--- src/rtl/cell_comm_packet_receiver_pkg.sv ---
// Shared definitions for the cell packet receiver: header/final-word field
// layout, receive state encoding and the S-field sign extension helper.
package cell_comm_pkg;

  localparam logic [15:0] CELL_COMM_MAGIC = 16'hA5BE;
  localparam int          MAGIC_MSB       = 31;
  localparam int          MAGIC_LSB       = 16;

  localparam int INVALID_BIT = 31;
  localparam int CLIP_BIT    = 30;
  localparam int S_MSB       = 29;

  typedef enum logic [2:0] {
    ST_HEADER,
    ST_X,
    ST_Y,
    ST_S,
    ST_DISCARD
  } rx_state_e;

  // The final word carries S as a 30-bit two's complement field.
  function automatic logic [31:0] sign_extend_s(input logic [31:0] w);
    return {{(31 - S_MSB){w[S_MSB]}}, w[S_MSB:0]};
  endfunction

endpackage

--- src/rtl/cell_comm_packet_receiver_if.sv ---
// Aurora RX user stream into the receiver plus the accepted-sample strobe
// it produces for the readback/fast-feedback buffer.
interface cell_comm_packet_receiver_if #(
  parameter int DATA_WIDTH     = 32,
  parameter int FOFB_IDX_WIDTH = 9
);

  logic                      rxValid;
  logic                      rxLast;
  logic [DATA_WIDTH-1:0]     rxData;
  logic                      rxFaStrobe;

  logic                      outValid;
  logic [FOFB_IDX_WIDTH-1:0] outIndex;
  logic [DATA_WIDTH-1:0]     outX;
  logic [DATA_WIDTH-1:0]     outY;
  logic [DATA_WIDTH-1:0]     outS;
  logic                      outClipping;

  modport master (
    output rxValid, rxLast, rxData, rxFaStrobe,
    input  outValid, outIndex, outX, outY, outS, outClipping
  );

  modport slave (
    input  rxValid, rxLast, rxData, rxFaStrobe,
    output outValid, outIndex, outX, outY, outS, outClipping
  );

endinterface

--- src/rtl/cell_comm_packet_receiver_sat_counter.sv ---
// Event counter that sticks at all-ones instead of wrapping.
module sat_counter #(
  parameter int CNT_WIDTH = 16
) (
  input  logic                 clk,
  input  logic                 rst_n,
  input  logic                 i_inc,
  output logic [CNT_WIDTH-1:0] o_count
);

  logic [CNT_WIDTH-1:0] r_count;

  // NOTE: sequential state uses non-blocking assignments so every flop
  // samples pre-edge values regardless of block evaluation order.
  always_ff @(posedge clk or negedge rst_n) begin
    if (!rst_n) begin
      r_count <= '0;
    end else if (i_inc && (r_count != '1)) begin
      r_count <= r_count + 1'b1;
    end
  end

  assign o_count = r_count;

endmodule

--- src/rtl/cell_comm_packet_receiver.sv ---
// Receive-side framer for 4-word cell packets: validates each packet, emits
// accepted samples as one-cycle strobes and keeps per-FA-cycle statistics.
module cell_comm_packet_receiver
  import cell_comm_pkg::*;
#(
  parameter int DATA_WIDTH     = 32,
  parameter int FOFB_IDX_WIDTH = 9,
  parameter int GAP_TIMEOUT    = 63,
  parameter int CNT_WIDTH      = 16
) (
  input  logic                      rxClk,
  input  logic                      rxResetn,
  cell_comm_packet_receiver_if.slave rx,
  output logic [FOFB_IDX_WIDTH:0]   cellCount,
  output logic [FOFB_IDX_WIDTH:0]   cellCountLast,
  output logic [CNT_WIDTH-1:0]      goodCount,
  output logic [CNT_WIDTH-1:0]      badHeaderCount,
  output logic [CNT_WIDTH-1:0]      badLengthCount,
  output logic [CNT_WIDTH-1:0]      badCrcCount,
  output logic [CNT_WIDTH-1:0]      dupCount
);

  localparam int NUM_CELLS = 2 ** FOFB_IDX_WIDTH;
  localparam int GAP_W     = $clog2(GAP_TIMEOUT + 1);

  rx_state_e                 r_state;
  logic [GAP_W-1:0]          r_gap;
  logic [FOFB_IDX_WIDTH-1:0] r_index;
  logic [DATA_WIDTH-1:0]     r_x;
  logic [DATA_WIDTH-1:0]     r_y;
  logic [NUM_CELLS-1:0]      r_bitmap;
  logic [FOFB_IDX_WIDTH:0]   r_cell_count;
  logic [FOFB_IDX_WIDTH:0]   r_cell_last;

  logic                      r_out_valid;
  logic [FOFB_IDX_WIDTH-1:0] r_out_index;
  logic [DATA_WIDTH-1:0]     r_out_x;
  logic [DATA_WIDTH-1:0]     r_out_y;
  logic [DATA_WIDTH-1:0]     r_out_s;
  logic                      r_out_clip;

  logic                      w_hdr_ok;
  logic                      w_in_pkt;
  logic [GAP_W-1:0]          w_gap_next;
  logic                      w_timeout;
  logic                      w_final_ok;
  logic                      w_seen;
  logic [NUM_CELLS-1:0]      w_bitmap_eff;
  logic [FOFB_IDX_WIDTH:0]   w_cell_base;
  logic                      w_inc_good;
  logic                      w_inc_hdr;
  logic                      w_inc_len;
  logic                      w_inc_crc;
  logic                      w_inc_dup;

  // An FA strobe on the final word clears first, so the packet is judged
  // against an empty bitmap and lands in the new cycle.
  assign w_bitmap_eff = rx.rxFaStrobe ? '0 : r_bitmap;
  assign w_cell_base  = rx.rxFaStrobe ? '0 : r_cell_count;
  assign w_gap_next   = r_gap + 1'b1;

  // NOTE: every always_comb output gets a default first so no path can
  // leave it unassigned and infer a latch.
  always_comb begin
    w_hdr_ok   = 1'b0;
    w_in_pkt   = 1'b0;
    w_timeout  = 1'b0;
    w_final_ok = 1'b0;
    w_seen     = 1'b0;
    w_inc_good = 1'b0;
    w_inc_hdr  = 1'b0;
    w_inc_len  = 1'b0;
    w_inc_crc  = 1'b0;
    w_inc_dup  = 1'b0;

    w_hdr_ok = (rx.rxData[MAGIC_MSB:MAGIC_LSB] == CELL_COMM_MAGIC) &&
               (rx.rxData[MAGIC_LSB-1:FOFB_IDX_WIDTH] == '0);
    w_in_pkt = (r_state != ST_HEADER);
    w_timeout = !rx.rxValid && w_in_pkt && (w_gap_next == GAP_W'(GAP_TIMEOUT));
    w_seen   = w_bitmap_eff[r_index];

    if (rx.rxValid) begin
      unique case (r_state)
        ST_HEADER: begin
          w_inc_hdr = !w_hdr_ok;
          w_inc_len = w_hdr_ok && rx.rxLast;
        end
        ST_X, ST_Y: w_inc_len = rx.rxLast;
        ST_S: begin
          w_inc_len  = !rx.rxLast;
          w_inc_crc  = rx.rxLast && rx.rxData[INVALID_BIT];
          w_final_ok = rx.rxLast && !rx.rxData[INVALID_BIT];
          w_inc_dup  = w_final_ok && w_seen;
          w_inc_good = w_final_ok && !w_seen;
        end
        default: ;
      endcase
    end else if (w_timeout && (r_state != ST_DISCARD)) begin
      w_inc_len = 1'b1;
    end
  end

  // NOTE: the seen-bitmap is flop-based and sits on the async reset so the
  // first FA cycle after reset starts with no cells recorded.
  always_ff @(posedge rxClk or negedge rxResetn) begin
    if (!rxResetn) begin
      r_state      <= ST_HEADER;
      r_gap        <= '0;
      r_index      <= '0;
      r_x          <= '0;
      r_y          <= '0;
      r_bitmap     <= '0;
      r_cell_count <= '0;
      r_cell_last  <= '0;
      r_out_valid  <= 1'b0;
      r_out_index  <= '0;
      r_out_x      <= '0;
      r_out_y      <= '0;
      r_out_s      <= '0;
      r_out_clip   <= 1'b0;
    end else begin
      r_out_valid <= 1'b0;

      if (rx.rxFaStrobe) begin
        r_cell_last  <= r_cell_count;
        r_cell_count <= '0;
        r_bitmap     <= '0;
      end

      if (w_inc_good) begin
        r_bitmap[r_index] <= 1'b1;
        r_cell_count      <= w_cell_base + 1'b1;
        r_out_valid       <= 1'b1;
        r_out_index       <= r_index;
        r_out_x           <= r_x;
        r_out_y           <= r_y;
        r_out_s           <= sign_extend_s(rx.rxData);
        r_out_clip        <= rx.rxData[CLIP_BIT];
      end

      if (rx.rxValid) begin
        r_gap <= '0;
        unique case (r_state)
          ST_HEADER: begin
            if (w_hdr_ok && !rx.rxLast) begin
              r_index <= rx.rxData[FOFB_IDX_WIDTH-1:0];
              r_state <= ST_X;
            end else if (!w_hdr_ok && !rx.rxLast) begin
              r_state <= ST_DISCARD;
            end
          end
          ST_X: begin
            r_x     <= rx.rxData;
            r_state <= rx.rxLast ? ST_HEADER : ST_Y;
          end
          ST_Y: begin
            r_y     <= rx.rxData;
            r_state <= rx.rxLast ? ST_HEADER : ST_S;
          end
          ST_S:       r_state <= rx.rxLast ? ST_HEADER : ST_DISCARD;
          ST_DISCARD: if (rx.rxLast) r_state <= ST_HEADER;
          default:    r_state <= ST_HEADER;
        endcase
      end else if (w_in_pkt) begin
        if (w_timeout) begin
          r_state <= ST_HEADER;
          r_gap   <= '0;
        end else begin
          r_gap <= w_gap_next;
        end
      end
    end
  end

  assign rx.outValid    = r_out_valid;
  assign rx.outIndex    = r_out_index;
  assign rx.outX        = r_out_x;
  assign rx.outY        = r_out_y;
  assign rx.outS        = r_out_s;
  assign rx.outClipping = r_out_clip;
  assign cellCount      = r_cell_count;
  assign cellCountLast  = r_cell_last;

  sat_counter #(.CNT_WIDTH(CNT_WIDTH)) u_good_cnt (
    .clk(rxClk), .rst_n(rxResetn), .i_inc(w_inc_good), .o_count(goodCount)
  );
  sat_counter #(.CNT_WIDTH(CNT_WIDTH)) u_bad_hdr_cnt (
    .clk(rxClk), .rst_n(rxResetn), .i_inc(w_inc_hdr), .o_count(badHeaderCount)
  );
  sat_counter #(.CNT_WIDTH(CNT_WIDTH)) u_bad_len_cnt (
    .clk(rxClk), .rst_n(rxResetn), .i_inc(w_inc_len), .o_count(badLengthCount)
  );
  sat_counter #(.CNT_WIDTH(CNT_WIDTH)) u_bad_crc_cnt (
    .clk(rxClk), .rst_n(rxResetn), .i_inc(w_inc_crc), .o_count(badCrcCount)
  );
  sat_counter #(.CNT_WIDTH(CNT_WIDTH)) u_dup_cnt (
    .clk(rxClk), .rst_n(rxResetn), .i_inc(w_inc_dup), .o_count(dupCount)
  );

endmodule

--- src/flat_wrapper.sv ---
// flat-port wrapper written by rule: the top's interface ports become plain ports
module cell_comm_packet_receiver_flat import cell_comm_pkg::*;
#(
  parameter int DATA_WIDTH     = 32,
  parameter int FOFB_IDX_WIDTH = 9,
  parameter int GAP_TIMEOUT    = 63,
  parameter int CNT_WIDTH      = 16
)
  (rxClk, rxResetn, cellCount, cellCountLast, goodCount, badHeaderCount, badLengthCount, badCrcCount, dupCount, rx_rxValid, rx_rxLast, rx_rxData, rx_rxFaStrobe, rx_outValid, rx_outIndex, rx_outX, rx_outY, rx_outS, rx_outClipping);
  cell_comm_packet_receiver_if #(.DATA_WIDTH(DATA_WIDTH), .FOFB_IDX_WIDTH(FOFB_IDX_WIDTH)) rx_i ();
  input  logic rxClk;
  input  logic rxResetn;
  output logic [FOFB_IDX_WIDTH:0] cellCount;
  output logic [FOFB_IDX_WIDTH:0] cellCountLast;
  output logic [CNT_WIDTH-1:0] goodCount;
  output logic [CNT_WIDTH-1:0] badHeaderCount;
  output logic [CNT_WIDTH-1:0] badLengthCount;
  output logic [CNT_WIDTH-1:0] badCrcCount;
  output logic [CNT_WIDTH-1:0] dupCount;
  input wire logic [$bits(rx_i.rxValid)-1:0] rx_rxValid;
  input wire logic [$bits(rx_i.rxLast)-1:0] rx_rxLast;
  input wire logic [$bits(rx_i.rxData)-1:0] rx_rxData;
  input wire logic [$bits(rx_i.rxFaStrobe)-1:0] rx_rxFaStrobe;
  output wire logic [$bits(rx_i.outValid)-1:0] rx_outValid;
  output wire logic [$bits(rx_i.outIndex)-1:0] rx_outIndex;
  output wire logic [$bits(rx_i.outX)-1:0] rx_outX;
  output wire logic [$bits(rx_i.outY)-1:0] rx_outY;
  output wire logic [$bits(rx_i.outS)-1:0] rx_outS;
  output wire logic [$bits(rx_i.outClipping)-1:0] rx_outClipping;
  assign rx_i.rxValid = rx_rxValid;
  assign rx_i.rxLast = rx_rxLast;
  assign rx_i.rxData = rx_rxData;
  assign rx_i.rxFaStrobe = rx_rxFaStrobe;
  assign rx_outValid = rx_i.outValid;
  assign rx_outIndex = rx_i.outIndex;
  assign rx_outX = rx_i.outX;
  assign rx_outY = rx_i.outY;
  assign rx_outS = rx_i.outS;
  assign rx_outClipping = rx_i.outClipping;
  cell_comm_packet_receiver #(.DATA_WIDTH(DATA_WIDTH), .FOFB_IDX_WIDTH(FOFB_IDX_WIDTH), .GAP_TIMEOUT(GAP_TIMEOUT), .CNT_WIDTH(CNT_WIDTH)) u_core (.rxClk(rxClk), .rxResetn(rxResetn), .rx(rx_i), .cellCount(cellCount), .cellCountLast(cellCountLast), .goodCount(goodCount), .badHeaderCount(badHeaderCount), .badLengthCount(badLengthCount), .badCrcCount(badCrcCount), .dupCount(dupCount));
endmodule
--- config.mk ---
export PLATFORM = sky130hd
export DESIGN_NAME = cell_comm_packet_receiver_flat
export DESIGN_NICKNAME = d
export VERILOG_FILES = /design/src/rtl/cell_comm_packet_receiver_pkg.sv /design/src/rtl/cell_comm_packet_receiver_if.sv /design/src/rtl/cell_comm_packet_receiver_sat_counter.sv /design/src/rtl/cell_comm_packet_receiver.sv /design/src/flat_wrapper.sv
export SDC_FILE = /design/constraint.sdc
export NUM_CORES = 1
export LEC_CHECK = 0
export BUFFER_PORTS_ARGS = -buffer_cell sky130_fd_sc_hd__clkbuf_2
export CAP_MARGIN = 20
export CORE_MARGIN = 3
export CORE_UTILIZATION = 45
export CTS_CLUSTER_DIAMETER = 30
export DETAILED_ROUTE_END_ITERATION = 7
export GPL_ROUTABILITY_DRIVEN = 0
export PLACE_DENSITY_LB_ADDON = 0.05
export SYNTH_ARGS = -nofsm -noshare
export SYNTH_HDL_FRONTEND = slang
export SYNTH_SLANG_ARGS = --single-unit
--- constraint.sdc ---
create_clock -name rxClk -period 3.2 [get_ports rxClk]
set_input_delay 0.32 -clock rxClk [delete_from_list [all_inputs] [get_ports rxClk]]
set_output_delay 0.32 -clock rxClk [all_outputs]
set_load 0.01 [all_outputs]
== Word level (Yosys, flattened, before mapping) ==
Cells that the tools add are included.

* Add/sub/neg operators: 7
* $lt $le $gt $ge: 2
* Equal/unequal tests: 14
* Multiplexer cells: 33
* Bitwise logic cells: 1
* Reduce and logical (&&, ||, !) cells: 32

{| class="wikitable"
|+ Operators with widths
! operator !! count
|-
| 512-bit two-way mux || 2
|-
| 512-bit bitwise OR || 1
|-
| 16-bit by 1-bit adder with 16-bit output (second input constant) || 5
|-
| 16-bit inequality test (second input constant) || 5
|-
| 3-bit two-way mux || 7
|-
| 10-bit two-way mux || 2
|-
| 6-bit two-way mux || 3
|-
| 1-bit logical AND || 17
|-
| 16-bit == test (second input constant) || 1
|-
| 3-bit one-hot mux with 5 select lines || 1
|-
| 1-bit two-way mux || 13
|-
| 10-bit by 1-bit adder with 10-bit output (second input constant) || 1
|-
| 9-bit by 10-bit < comparator with 1-bit output (second input constant) || 1
|-
| 1-bit binary-select mux with 9-bit select || 1
|-
| 1-bit demux with 9-bit select || 1
|-
| 9-bit by 1-bit >= comparator with 1-bit output (second input constant) || 1
|-
| 7-bit logical NOT || 1
|-
| 6-bit by 1-bit adder with 6-bit output (second input constant) || 1
|-
| 3-bit by 2-bit == test with 1-bit output (second input constant) || 2
|-
| 6-bit == test (second input constant) || 1
|-
| 3-bit inequality test (second input constant) || 2
|-
| 1-bit logical NOT || 5
|-
| 2-bit two-way mux || 2
|-
| 4-bit by 2-bit inequality test with 1-bit output (second input constant) || 1
|-
| other kinds (10) || 12
|}

* Flip-flop bits (word level): 799
* Input port bits: 37
* Output and inout port bits: 207

== Longest topological paths before layout ==
* Word-level depth: 8
* Mapped depth: 15

== Cells and area by module ==
A second synthesis with hierarchy kept.

* Cells, all modules: 3218
* Area, all modules: 37692.4 µm²

{| class="wikitable"
|+ By module, submodules not included
! module !! times used !! cells an instance !! area an instance (µm²) !! seq. area each (µm²)
|-
| cell_comm_packet_receiver || 1 || 2833 || 33269.4 || 17992.3
|-
| sat_counter || 5 || 77 || 884.6 || 400.4
|}

== Worst setup path before layout ==
Ideal clock, no wire load.

* Kind: flip-flop to flip-flop
* From: register u_core.r_index[1]
* To: register u_core.r_out_index[2] (netlist: u_core.rx.outIndex[2])
* Library setup time: 125 ps
* Arrival: 2801 ps
* Setup slack: 274 ps
* Cell stages (with the launch flop): 15
* Buffers on the path: 7
* Period minus slack after synthesis: 2926 ps
* Cell sequence: dfrtp_1 buf_2 or2_1 buf_2 buf_6 buf_2 o221ai_1 o211ai_1 nand4_1 o2111ai_1 o41a_1 buf_6 buf_6 buf_6 mux2_4

* Longest elaborated chain between the ends: 6

{| class="wikitable"
|+ RTL lines
! element !! line !! source
|-
| start, declared || cell_comm_packet_receiver.sv:28 || <nowiki>logic [FOFB_IDX_WIDTH-1:0] r_index;</nowiki>
|-
| start signal, assigned || cell_comm_packet_receiver.sv:146 || <nowiki>r_index <= rx.rxData[FOFB_IDX_WIDTH-1:0];</nowiki>
|-
| 1-bit binary-select mux with 9-bit select || cell_comm_packet_receiver.sv:80 || <nowiki>w_seen = w_bitmap_eff[r_index];</nowiki>
|-
| 1-bit two-way mux (not written as such) || cell_comm_packet_receiver.sv:80 ||
|-
| 1-bit logical NOT || cell_comm_packet_receiver.sv:94 || <nowiki>w_inc_good = w_final_ok && !w_seen;</nowiki>
|-
| 1-bit logical AND || cell_comm_packet_receiver.sv:94 ||
|-
| 1-bit two-way mux || cell_comm_packet_receiver.sv:83 || <nowiki>unique case (r_state)</nowiki>
|-
| 1-bit two-way mux || cell_comm_packet_receiver.sv:82 || <nowiki>if (rx.rxValid) begin</nowiki>
|-
| end signal, assigned || cell_comm_packet_receiver.sv:134 || <nowiki>r_out_index <= r_index;</nowiki>
|-
| end, declared || cell_comm_packet_receiver.sv:36 || <nowiki>logic [FOFB_IDX_WIDTH-1:0] r_out_index;</nowiki>
|}

Every way passes these cells. The select of a mux whose other input is x is not followed.
A chain may end at the register's enable or synchronous reset.

== Final worst setup path ==
* From: register u_core.r_index[0]
* To: register u_core.u_good_cnt.r_count[14] (netlist: u_core.u_good_cnt.o_count[14])

* Longest elaborated chain between the ends: 7

{| class="wikitable"
|+ RTL lines
! element !! line !! source
|-
| 1-bit binary-select mux with 9-bit select || cell_comm_packet_receiver.sv:80 ||
|-
| 1-bit two-way mux (not written as such) || cell_comm_packet_receiver.sv:80 ||
|-
| 1-bit logical NOT || cell_comm_packet_receiver.sv:94 ||
|-
| 1-bit logical AND || cell_comm_packet_receiver.sv:94 ||
|-
| 1-bit two-way mux || cell_comm_packet_receiver.sv:83 ||
|-
| 1-bit two-way mux || cell_comm_packet_receiver.sv:82 ||
|-
| 1-bit logical AND || cell_comm_packet_receiver_sat_counter.sv:18 || <nowiki>end else if (i_inc && (r_count != '1)) begin</nowiki>
|-
| end signal, assigned || cell_comm_packet_receiver_sat_counter.sv:19 || <nowiki>r_count <= r_count + 1'b1;</nowiki>
|-
| end, declared || cell_comm_packet_receiver_sat_counter.sv:11 || <nowiki>logic [CNT_WIDTH-1:0] r_count;</nowiki>
|}

Every way passes these cells. The select of a mux whose other input is x is not followed.

==> summary.md <==
| Metric | Value |
|---|---|
| PortBufs | `243` |
| Syn Nets | `3,206` |
| RSZ-0062 raised after global routing | `yes` |
| Most frequent cells in the layout | `dfrtp_1 (796), inv_1 (521), o22ai_1 (446)` |
| Post-layout util | `63.1%` |
| Worst-Margin Slew | `1.26 ns` |
| Max FO, Critical Path | `8` |
| Post-DP Area | `0.0396 sq mm` |
| Period minus WS final | `3.61 ns` |
| Clock Skew | `0.0463 ns` |
| Pwr/cell area | `622 mW/mm^2` |
| Register area | `0.0200 sq mm` |
| Die height | `288 um` |
| Dpl hpwl | `65,300 um` |
| Drt total wl | `116,000 um` |
| Pre-antenna DRT Iters | `5` |
| Slew Limit Fails | `0` |
| CP cell instances | `buf_12 -> buf_16 -> mux4_2 -> a211o_1 -> a21oi_2 -> nand4_1 -> o2111ai_2 -> buf_4 -> nor4_4 -> buf_12 -> buf_4 -> nor4b_4 -> mux2_4` |
| Largest net degree at the start of global routing | `227` |
| Antenna violations before repair | `1` |
| Tot GR Track Use | `26.7%` |
| Top FF cell, synth | `dfrtp_1` |
| Via Count | `27,700` |
| Remaining DRCs | `0` |
| Failing checks | `negative setup slack` |
| Register area share after synthesis | `55.7%` |
| Flop2flop setup slack | `-0.41 ns` |
| Root Buffer | `clkbuf_16` |
| Avg Cell Area, Syn | `11.3 sq um` |
| Fin worst setup slack | `-0.405 ns` |
| Max H-tree Level | `4` |
| # rows | `102` |
| Final Cell Area | `0.0493 sq mm` |
| CP required | `3.81 ns` |
| # IOs | `244` |
| CTS buffer count | `175` |
| Slew HR | `15.7%` |
| Yosys reg bits | `799` |
| Post-synth cell types | `67` |
| Cell Area, Synth | `0.0359 sq mm` |
| ANT nets after route | `0` |
| Area of the multi-input gates | `0.0140 sq mm` |
| Achievable frequency | `0.277 GHz` |
| LEAKAGE | `20.7 nW` |
| Clk pin slew, worst setup/hold paths | `0.05 ns` |
| Routed length per instance | `23.9 um` |
| Critical path type | `reg -> reg` |
| Filler cells | `6,026` |
| Clock Latency Late Sink | `0.75 ns` |
| Worst setup EP type | `flop` |
| CTS Sinks | `799` |
| Die area | `0.0831 sq mm` |
| First-pass GRT wire length | `170,000 um` |
| Status | `complete, but fails checks` |
| Layout Nets | `3,715` |
| Area grow syn2layout | `37.6%` |
| Core area | `0.0782 sq mm` |
| 1st-iter DRT viols | `2,097` |
| Hold Crit Class | `in -> async` |
| Warnings from Yosys | `0` |
| Crit path arrival time | `4.22 ns` |
| Drt via density | `5.71` |
| Maximum clock insertion buffer count | `3` |
| Grt total ovfl | `0` |
| Share of cells above drive strength 1 | `33.0%` |
| Final hold viol count | `0` |
| CTS tree | `done` |
| CP startpoint kind | `flop` |
| Diodes inserted | `0` |
| CP max stage delay | `0.52 ns` |
| Die X-Extent | `288 um` |
| Maxcap violations | `0` |
| # setup viols final | `652` |
| Commonest non-fill, non-tap cell in the layout | `dfrtp_1` |
| Cells after synthesis | `3,161` |
| Fin crit share | `113%` |
| Starting Density | `45.8%` |
| Vias in the first global route | `28,500` |
| Critical path's slowest cell | `dfrtp_4` |
| VDD IR max | `0.000724 V` |
| Ys async rst share | `100%` |
| Post-synth EDFFs | `0` |
[worst paths after layout]
path | startpoint | endpoint | cells after the start
max | u_core.r_index[0] | u_core.u_good_cnt.o_count[14] | 13
min | rxResetn | u_core.r_bitmap[77] | 2
max reg2reg | u_core.r_index[0] | u_core.u_good_cnt.o_count[14] | 13
min reg2reg | u_core.u_good_cnt.o_count[10] | u_core.u_good_cnt.o_count[10] | 1
max in group asynchronous | rxResetn | u_core.r_index[2] | 3
min in group rxClk | rx_rxFaStrobe | u_core.r_bitmap[203] | 3
[critical path, delay by kind of cell, from the launching register on]
kind            cells  cell delay (ns)
flops               1             0.52
buf+inv             5             0.80
mux                 2             0.77
compound gates      3             0.68
simple gates        3             0.68
[cells in the mapped netlist, types with 4 or more instances]
| master | count | share of area [%] |
|---|---|---|
| dfrtp_1 | 799 | 56 |
| o22ai_1 | 578 | 10 |
| inv_1 | 521 | 5.5 |
| mux2i_1 | 224 | 6.3 |
| clkbuf_1 | 138 | 1.4 |
| mux2_2 | 99 | 3.1 |
| mux2_4 | 98 | 4.1 |
| nand2_1 | 86 | 0.90 |
| buf_2 | 66 | 0.92 |
| xnor2_1 | 60 | 1.5 |
| nand4_1 | 49 | 0.85 |
| o211ai_1 | 48 | 1.0 |
| o221ai_1 | 48 | 1.2 |
| nand3_1 | 43 | 0.60 |
| nor2_1 | 42 | 0.44 |
| buf_6 | 28 | 0.88 |
| and3_1 | 21 | 0.37 |
| xor2_1 | 20 | 0.49 |
| nor2b_1 | 19 | 0.33 |
| mux4_2 | 16 | 1.0 |
| buf_4 | 15 | 0.31 |
| and2_1 | 13 | 0.23 |
| nor3_1 | 11 | 0.15 |
| nand2b_1 | 10 | 0.17 |
| nand3_2 | 10 | 0.28 |
| o21ai_0 | 10 | 0.14 |
| a21oi_1 | 9 | 0.13 |
| ha_1 | 8 | 0.28 |
| buf_1 | 7 | 0.073 |
| nor4_1 | 7 | 0.12 |
| a2111oi_0 | 5 | 0.12 |
| a211o_1 | 4 | 0.098 |
| a22oi_1 | 4 | 0.084 |
[cell families after synthesis]
logic type | count (synthesis) | synth area share, %
xor gates and xnor gates | 80 | 1.95
adders and majority gates | 8 | 0.279
AOI/OAI and AO/OA | 728 | 13.4
DFF | 799 | 55.7
muxes | 438 | 14.5
buffers and inverters | 777 | 9.18
and+or+nand+nor | 331 | 4.98
[per-layer routing]
layer / track usage [%] / wire, um / vias to the layer above / share of wire [%]
li1: - / - / 12200 / -
met1: 34.3 / 48300 / 14200 / 42
met2: 43.8 / 56200 / 984 / 48
met3: 5.64 / 6970 / 276 / 6.0
met4: 11.3 / 4660 / 2 / 4.0
met5: 0 / 50 / - / 0.043
[report_power, final]
part	total, mW	leakage (nW)	internal, mW	switching [mW]
sequential	10.8	11.1	10.5	0.257
combinational	1.12	6.57	0.478	0.641
clock	18.8	3.05	12.7	6.10
total	30.7	20.7	23.7	7.00
[sequential cells by signal, indices dropped and copies added (netlist names), 9 cells and up]
| signal | flops |
|---|---|
| u_core.r_bitmap | 512 |
| u_core.rx.outX | 32 |
| u_core.rx.outS | 30 |
| u_core.cellCountLast | 10 |
| u_core.rx.outY | 32 |
| u_core.r_index | 9 |
| u_core.cellCount | 10 |
| u_core.u_bad_crc_cnt.o_count | 16 |
| u_core.u_dup_cnt.o_count | 16 |
| u_core.r_x | 32 |
| u_core.rx.outIndex | 9 |
| u_core.u_good_cnt.o_count | 16 |
| u_core.u_bad_hdr_cnt.o_count | 16 |
| u_core.r_y | 32 |
| u_core.u_bad_len_cnt.o_count | 16 |
[what timing repair did]
item	in CTS	in global routing
buffers inserted	23	21
pin swaps	22	55
hold buffers	36	0
resized for setup	94	207
endpoints found under the setup margin	659	659
gates cloned	21	21
hold endpoints to repair	174	0
[stage by stage]
stage               total power [mW]  TNS [ns]  setup WS [ns]  hold slack (ns)  instances
floorplan                       11.4         0          0.274           0.0244       3161
global placement                11.9   -503.64         -0.905            0.450       4415
detailed placement              12.0   -521.48         -0.938            0.452       4415
CTS                             30.9   -128.02         -0.315            0.163       4820
global route                    31.6   -228.02         -0.426            0.292       4858
finish                          30.7   -197.45         -0.405            0.281       4858
[cell type report]
type	instances	share of cell area [%]
flip-flops and latches	799	40.5
clock buffers	222	9.88
repair buffers	588	11.7
clock inverters	103	2.95
well taps	1040	2.64
inverters	521	3.96
multi-input cells	1585	28.4
Power figures use the tool's default switching activity.
